===== src/rtl/iomem_led_pkg.sv =====
// Shared register offsets, channel mode encoding and byte-strobe helper
// for the iomem LED/GPIO bank.
package iomem_led_pkg;

    localparam logic [7:0] OFS_OUT       = 8'h00;
    localparam logic [7:0] OFS_SET       = 8'h04;
    localparam logic [7:0] OFS_CLR       = 8'h08;
    localparam logic [7:0] OFS_TOG       = 8'h0C;
    localparam logic [7:0] OFS_MODE      = 8'h10;
    localparam logic [7:0] OFS_PRESCALE  = 8'h14;
    localparam logic [7:0] OFS_DUTY_BASE = 8'h20;

    typedef enum logic {
        MODE_DIRECT = 1'b0,
        MODE_PWM    = 1'b1
    } ch_mode_e;

    function automatic logic [31:0] strb_mask(input logic [3:0] strb);
        return {{8{strb[3]}}, {8{strb[2]}}, {8{strb[1]}}, {8{strb[0]}}};
    endfunction

endpackage


===== src/rtl/led_pwm_channel.sv =====
// One output channel: registered pin driven either by the direct OUT bit
// or by comparing the shared PWM counter against this channel's duty.
module led_pwm_channel
    import iomem_led_pkg::*;
#(
    parameter int PWM_BITS = 8
) (
    input  logic                clk,
    input  logic                resetn,
    input  ch_mode_e            mode,
    input  logic                out_bit,
    input  logic [PWM_BITS-1:0] duty,
    input  logic [PWM_BITS-1:0] pwm_cnt,
    output logic                led
);

    always_ff @(posedge clk or negedge resetn) begin
        if (!resetn)
            led <= 1'b0;
        else if (mode == MODE_PWM)
            led <= (pwm_cnt < duty);
        else
            led <= out_bit;
    end

endmodule


===== src/rtl/iomem_led_bank.sv =====
// LED/GPIO bank on the PicoSoC iomem bus: OUT/SET/CLR/TOG/MODE/PRESCALE
// and per-channel DUTY registers, shared prescaler and PWM counter.
module iomem_led_bank
    import iomem_led_pkg::*;
#(
    parameter int         NUM_CH        = 8,
    parameter int         PWM_BITS      = 8,
    parameter int         PRESCALE_BITS = 16,
    parameter logic [7:0] BASE_HI       = 8'h05
) (
    input  logic              clk,
    input  logic              resetn,
    input  logic              iomem_valid,
    output logic              iomem_ready,
    input  logic [3:0]        iomem_wstrb,
    input  logic [31:0]       iomem_addr,
    input  logic [31:0]       iomem_wdata,
    output logic [31:0]       iomem_rdata,
    output logic [NUM_CH-1:0] led_o
);

    localparam int IW = (NUM_CH > 1) ? $clog2(NUM_CH) : 1;

    logic [NUM_CH-1:0]                out_r;
    logic [NUM_CH-1:0]                mode_r;
    logic [PRESCALE_BITS-1:0]         pre_r;
    logic [NUM_CH-1:0][PWM_BITS-1:0]  duty_r;
    logic [PRESCALE_BITS-1:0]         pre_cnt;
    logic [PWM_BITS-1:0]              pwm_cnt;

    logic        req, wr, tick, pre_wr, duty_hit;
    logic [7:0]  ofs;
    logic [5:0]  duty_word;
    logic [IW-1:0] duty_idx;
    logic [31:0] m, wd, rd;

    // Accept only when idle so each access yields exactly one ready pulse.
    assign req       = iomem_valid && (iomem_addr[31:24] == BASE_HI) && !iomem_ready;
    assign wr        = req && (iomem_wstrb != 4'b0000);
    assign ofs       = {iomem_addr[7:2], 2'b00};
    assign m         = strb_mask(iomem_wstrb);
    assign wd        = iomem_wdata & m;
    assign duty_word = iomem_addr[7:2] - OFS_DUTY_BASE[7:2];
    assign duty_hit  = (ofs >= OFS_DUTY_BASE) && (int'(duty_word) < NUM_CH);
    assign duty_idx  = duty_word[IW-1:0];
    assign tick      = (pre_cnt == pre_r);
    assign pre_wr    = wr && (ofs == OFS_PRESCALE);

    always_comb begin
        rd = '0;
        case (ofs)
            OFS_OUT, OFS_SET, OFS_CLR, OFS_TOG: rd[NUM_CH-1:0]        = out_r;
            OFS_MODE:                           rd[NUM_CH-1:0]        = mode_r;
            OFS_PRESCALE:                       rd[PRESCALE_BITS-1:0] = pre_r;
            default: if (duty_hit)              rd[PWM_BITS-1:0]      = duty_r[duty_idx];
        endcase
    end

    always_ff @(posedge clk or negedge resetn) begin
        if (!resetn) begin
            iomem_ready <= 1'b0;
            iomem_rdata <= '0;
        end else begin
            iomem_ready <= req;
            iomem_rdata <= req ? rd : '0;
        end
    end

    always_ff @(posedge clk or negedge resetn) begin
        if (!resetn) begin
            out_r  <= '0;
            mode_r <= '0;
            pre_r  <= '0;
            duty_r <= '0;
        end else if (wr) begin
            case (ofs)
                OFS_OUT:      out_r  <= (out_r & ~m[NUM_CH-1:0]) | wd[NUM_CH-1:0];
                OFS_SET:      out_r  <= out_r | wd[NUM_CH-1:0];
                OFS_CLR:      out_r  <= out_r & ~wd[NUM_CH-1:0];
                OFS_TOG:      out_r  <= out_r ^ wd[NUM_CH-1:0];
                OFS_MODE:     mode_r <= (mode_r & ~m[NUM_CH-1:0]) | wd[NUM_CH-1:0];
                OFS_PRESCALE: pre_r  <= (pre_r & ~m[PRESCALE_BITS-1:0]) | wd[PRESCALE_BITS-1:0];
                default: if (duty_hit)
                    duty_r[duty_idx] <= (duty_r[duty_idx] & ~m[PWM_BITS-1:0]) | wd[PWM_BITS-1:0];
            endcase
        end
    end

    // A PRESCALE write restarts the count even on a tick; pwm_cnt still advances.
    always_ff @(posedge clk or negedge resetn) begin
        if (!resetn) begin
            pre_cnt <= '0;
            pwm_cnt <= '0;
        end else begin
            pre_cnt <= (pre_wr || tick) ? '0 : pre_cnt + 1'b1;
            if (tick)
                pwm_cnt <= pwm_cnt + 1'b1;
        end
    end

    for (genvar i = 0; i < NUM_CH; i++) begin : g_ch
        led_pwm_channel #(.PWM_BITS(PWM_BITS)) u_ch (
            .clk     (clk),
            .resetn  (resetn),
            .mode    (ch_mode_e'(mode_r[i])),
            .out_bit (out_r[i]),
            .duty    (duty_r[i]),
            .pwm_cnt (pwm_cnt),
            .led     (led_o[i])
        );
    end

    logic unused_bits;
    assign unused_bits = ^{iomem_addr[23:8], iomem_addr[1:0], m, wd, duty_word};

endmodule

===== config.mk =====
export PLATFORM = sky130hd
export DESIGN_NAME = iomem_led_bank
export DESIGN_NICKNAME = d
export VERILOG_FILES = /design/src/rtl/iomem_led_pkg.sv /design/src/rtl/led_pwm_channel.sv /design/src/rtl/iomem_led_bank.sv
export SDC_FILE = /design/constraint.sdc
export NUM_CORES = 1
export LEC_CHECK = 0
export CAP_MARGIN = 20
export CELL_PAD_IN_SITES_DETAIL_PLACEMENT = 0
export CELL_PAD_IN_SITES_GLOBAL_PLACEMENT = 2
export CORE_MARGIN = 4
export CORE_UTILIZATION = 33
export DETAILED_ROUTE_END_ITERATION = 8
export PLACE_DENSITY = 0.74
export SETUP_SLACK_MARGIN = 0.15
export SLEW_MARGIN = 20
export SYNTH_ARGS = -nofsm -noshare
export SYNTH_HDL_FRONTEND = slang
export SYNTH_HIERARCHICAL = 1
export SYNTH_SLANG_ARGS = --single-unit

===== constraint.sdc =====
create_clock -name clk -period 1.7 [get_ports clk]
set_input_delay 0.255 -clock clk [delete_from_list [all_inputs] [get_ports clk]]
set_output_delay 0.255 -clock clk [all_outputs]
set_load 0.03 [all_outputs]

==> results.ini, run 1 <==
[floorplanning]
fp.dieW_um=170
pin_count=112
die_y_um=170
core-area_um2=26000
dieArea_um2=28900
rows=59
initial_core_util_pct=33.4

[cells_and_area]
area_growth_syn_to_layout_pct=45.3
final_cell_area_um2=12600
final_nets=1130
diodes=0
drive_gt1_share_pct=40.6
fin_util_pct=48.5

[clock_tree]
cts_tree=done
clkLatencyLatePin_ns=0.43
clockBufferDepth=2
h-tree-depth=4
clk_pin_slew_ns=0.07
cts-root-buf=clkbuf_16
cts_buffers=17
clock_sinks=145

[route]
routed_via_density=4.97
drc=0
vias=6663
wire_per_inst_um=19.9
drtIter0Drc=330
wl_um=26700
drt-pass1-iter-count=5
ant_nets=0

[status]
status=complete, but fails checks
violations=setup timing

[placement]
placed_cell_area_um2=10900
gp_congestion=0.800
hpwl_um=19200
io_buffers=61

[logic_synthesis]
ys_warn_count=6
netlist_instances=775
ys_types=56
synth_top_area_cell=dfrtp_1
ys_top_cells_by_area=dfrtp_1, mux2_2, ha_1
ys_async_sr_fraction_pct=100
synth-seq-area-share_pct=41.8
syn-cell-area_um2=8670
synth_area_per_cell_um2=11.2
synth_edf_count=0
synth_top_cell_area_share_pct=41.8
ys_seq_elements=145
synthFlopType=dfrtp_1

[worst_setup_path]
required_ns=2.00
setup.worst_path.class=reg -> reg
crit_slowest_cell=dfrtp_1
cp.arrival_ns=2.16
crit_path_start_kind=flip-flop
crit_chain=xnor2_2 -> nand4_1 -> nor4_4 -> buf_12 -> a41o_4 -> buf_12 -> nor2_4
path_buf_inv=2
slowest_delay_ns=0.43
cp-end-kind=flip-flop
crit_path_frequent_cell=buf_12
worstPathMaxFanout=9
rrSetupSlack_ns=-0.16
cp_top_family=simple AND/OR/NAND/NOR gates

[global_routing]
grt_start_max_net_pins=41
grt_util_met1_pct=26.7
use_met2_pct=29.9
grt_busiest_layer=met2
grt_pass1_vias=7093
grt-ovfl-total=0
grt_first_pass_wirelength_um=41800
grt_use_total_pct=18.8
grtUsageMet3_pct=3.07
grt_antenna_before_repair=0

[timing]
setup_violations=90
setup_ws_ns=-0.159
fmax_mhz=538
finalSetupTns_ns=-3.57
hold_viol_final=0
whs_ns=0.310
finalClockSkew_ns=0.0187
fin_crit_ns=1.86
min_period_over_period_pct=109
drv_slew=0
grt_setup_unrepaired=true

[min_path]
hp-class=in -> async

[job]
cap_violations=0

[power]
p_per_area_nw_per_um2=979
total_power_mw=12.3
peakVddDrop_uv=448
power_leakage_nw=5.79

## metrics by stage
stage	worst slack, ns	std cells
2_1_floorplan	-0.0849	790
3_3_place_gp	-0.671	1291
3_5_place_dp	-0.671	1291
4_1_cts	-0.150	1339
5_1_grt	-0.242	1340
6_report	-0.159	1340
## repair_timing
item	4_1_cts	5_1_grt
gates resized for setup	175	46
setup endpoints to repair	169	134
pin swaps	39	33
gates cloned	1	1
setup buffers	14	0
hold buffers	1	0
endpoints found under the hold margin	36	0
## cells in the mapped netlist, types with 2 or more instances
cell / n
nand4_1: 10
nand2b_1: 21
o2111ai_1: 8
a22oi_1: 16
ha_1: 67
and2_1: 9
mux2_2: 92
a21boi_0: 8
nand4_2: 8
xor2_1: 8
xnor2_1: 30
a211oi_1: 7
nor2_4: 8
buf_4: 17
a2111oi_2: 8
nor4_4: 2
dfrtp_1: 145
buf_2: 15
clkbuf_1: 4
nand3_1: 14
o22ai_1: 3
nor3_2: 2
nor3_1: 7
nor3b_4: 2
a22o_1: 8
and3_1: 6
o21a_1: 8
nand2_1: 36
inv_1: 69
nor2_1: 16
a21oi_1: 18
mux2i_1: 32
o21ai_0: 12
o21ai_1: 8
o211ai_1: 4
nor2b_1: 2
a21o_1: 8
nor2_2: 4
a31oi_1: 16
## layer usage
| layer | vias to the layer above | share of wire (%) | routed length, µm |
|---|---|---|---|
| li1 | 3199 | - | - |
| met1 | 3324 | 48 | 12900 |
| met2 | 121 | 47 | 12500 |
| met3 | 19 | 3.5 | 942 |
| met4 | 0 | 1.6 | 437 |
| met5 | - | 0 | 0 |
## cell families after synthesis
group | Yosys count | synth area share, %
buffers and inverters | 110 | 6.03
AOI/OAI and AO/OA | 136 | 11.6
muxes | 124 | 15.6
xor gates and xnor gates | 38 | 3.84
adders and majority gates | 67 | 9.67
other | 1 | 0.0432
DFF | 145 | 41.8
and+or+nand+nor | 154 | 11.3
## worst register-to-register path, stage by stage (launching register included)
cell     delay (ns)
dfrtp_1        0.43
xnor2_2        0.20
nand4_1        0.19
nor4_4         0.36
buf_12         0.18
a41o_4         0.16
buf_12         0.18
nor2_4         0.04
## worst paths after layout
| check | from | end | depth (start not counted) |
|---|---|---|---|
| worst max register to register | flip-flop | pre_cnt[12]$_DFF_PN0_ | 7 |
| min in group clk | iomem_wdata[10] | flip-flop | 2 |
| worst min register to register | flip-flop | iomem_rdata[13]$_DFF_PN0_ | 1 |
| worst max-delay path | flip-flop | pre_cnt[12]$_DFF_PN0_ | 7 |
| max in group asynchronous | resetn | out_r[2]$_DFFE_PN0P_ | 3 |
| worst min-delay path | resetn | iomem_rdata[10]$_DFF_PN0_ | 2 |
## final cells by class
class,count,area (µm²)
clock buffers,18,429
multi-input cells,536,5600
flip-flops and latches,145,3640
repair buffers,221,2080
well taps,335,419
clock inverters,14,168
fillers,2414,13400
inverters,71,269
## placed cells by master (no fill, tap or decap), types with 11 or more instances in the layout
cell,netlist,layout
ha_1,67,49
mux2_4,0,76
dlygate4sd2_1,0,37
nor2_1,16,15
buf_4,17,122
inv_1,69,68
nand2_1,36,33
ha_4,0,18
conb_1,1,16
a21oi_1,18,15
nand2b_1,21,20
dfrtp_1,145,140
clkbuf_16,0,18
xnor2_1,30,23
a22oi_1,16,11
nand3_1,14,12
clkdlybuf4s50_1,0,22
mux2i_1,32,25
buf_6,0,18
buf_12,1,18
mux2_2,92,16
o21ai_0,12,12
## report_power, final
group | internal (mW) | switching (mW)
Sequential | 3.58 | 0.237
Combinational | 2.35 | 2.34
Clock | 2.21 | 1.62
(Power assumes the default switching activity.)
==> run 2: changes to the inputs <==
Settings changed: CTS_CLUSTER_DIAMETER set to 200.
==> results of run 2 <==
No change in the layout: final DEF, timing and power equal those of run 1.
==> run 3: changes to the inputs <==
Settings changed: CTS_CLUSTER_SIZE set to 20.
==> results of run 3 <==
No change in the layout: final DEF, timing and power equal those of run 1.
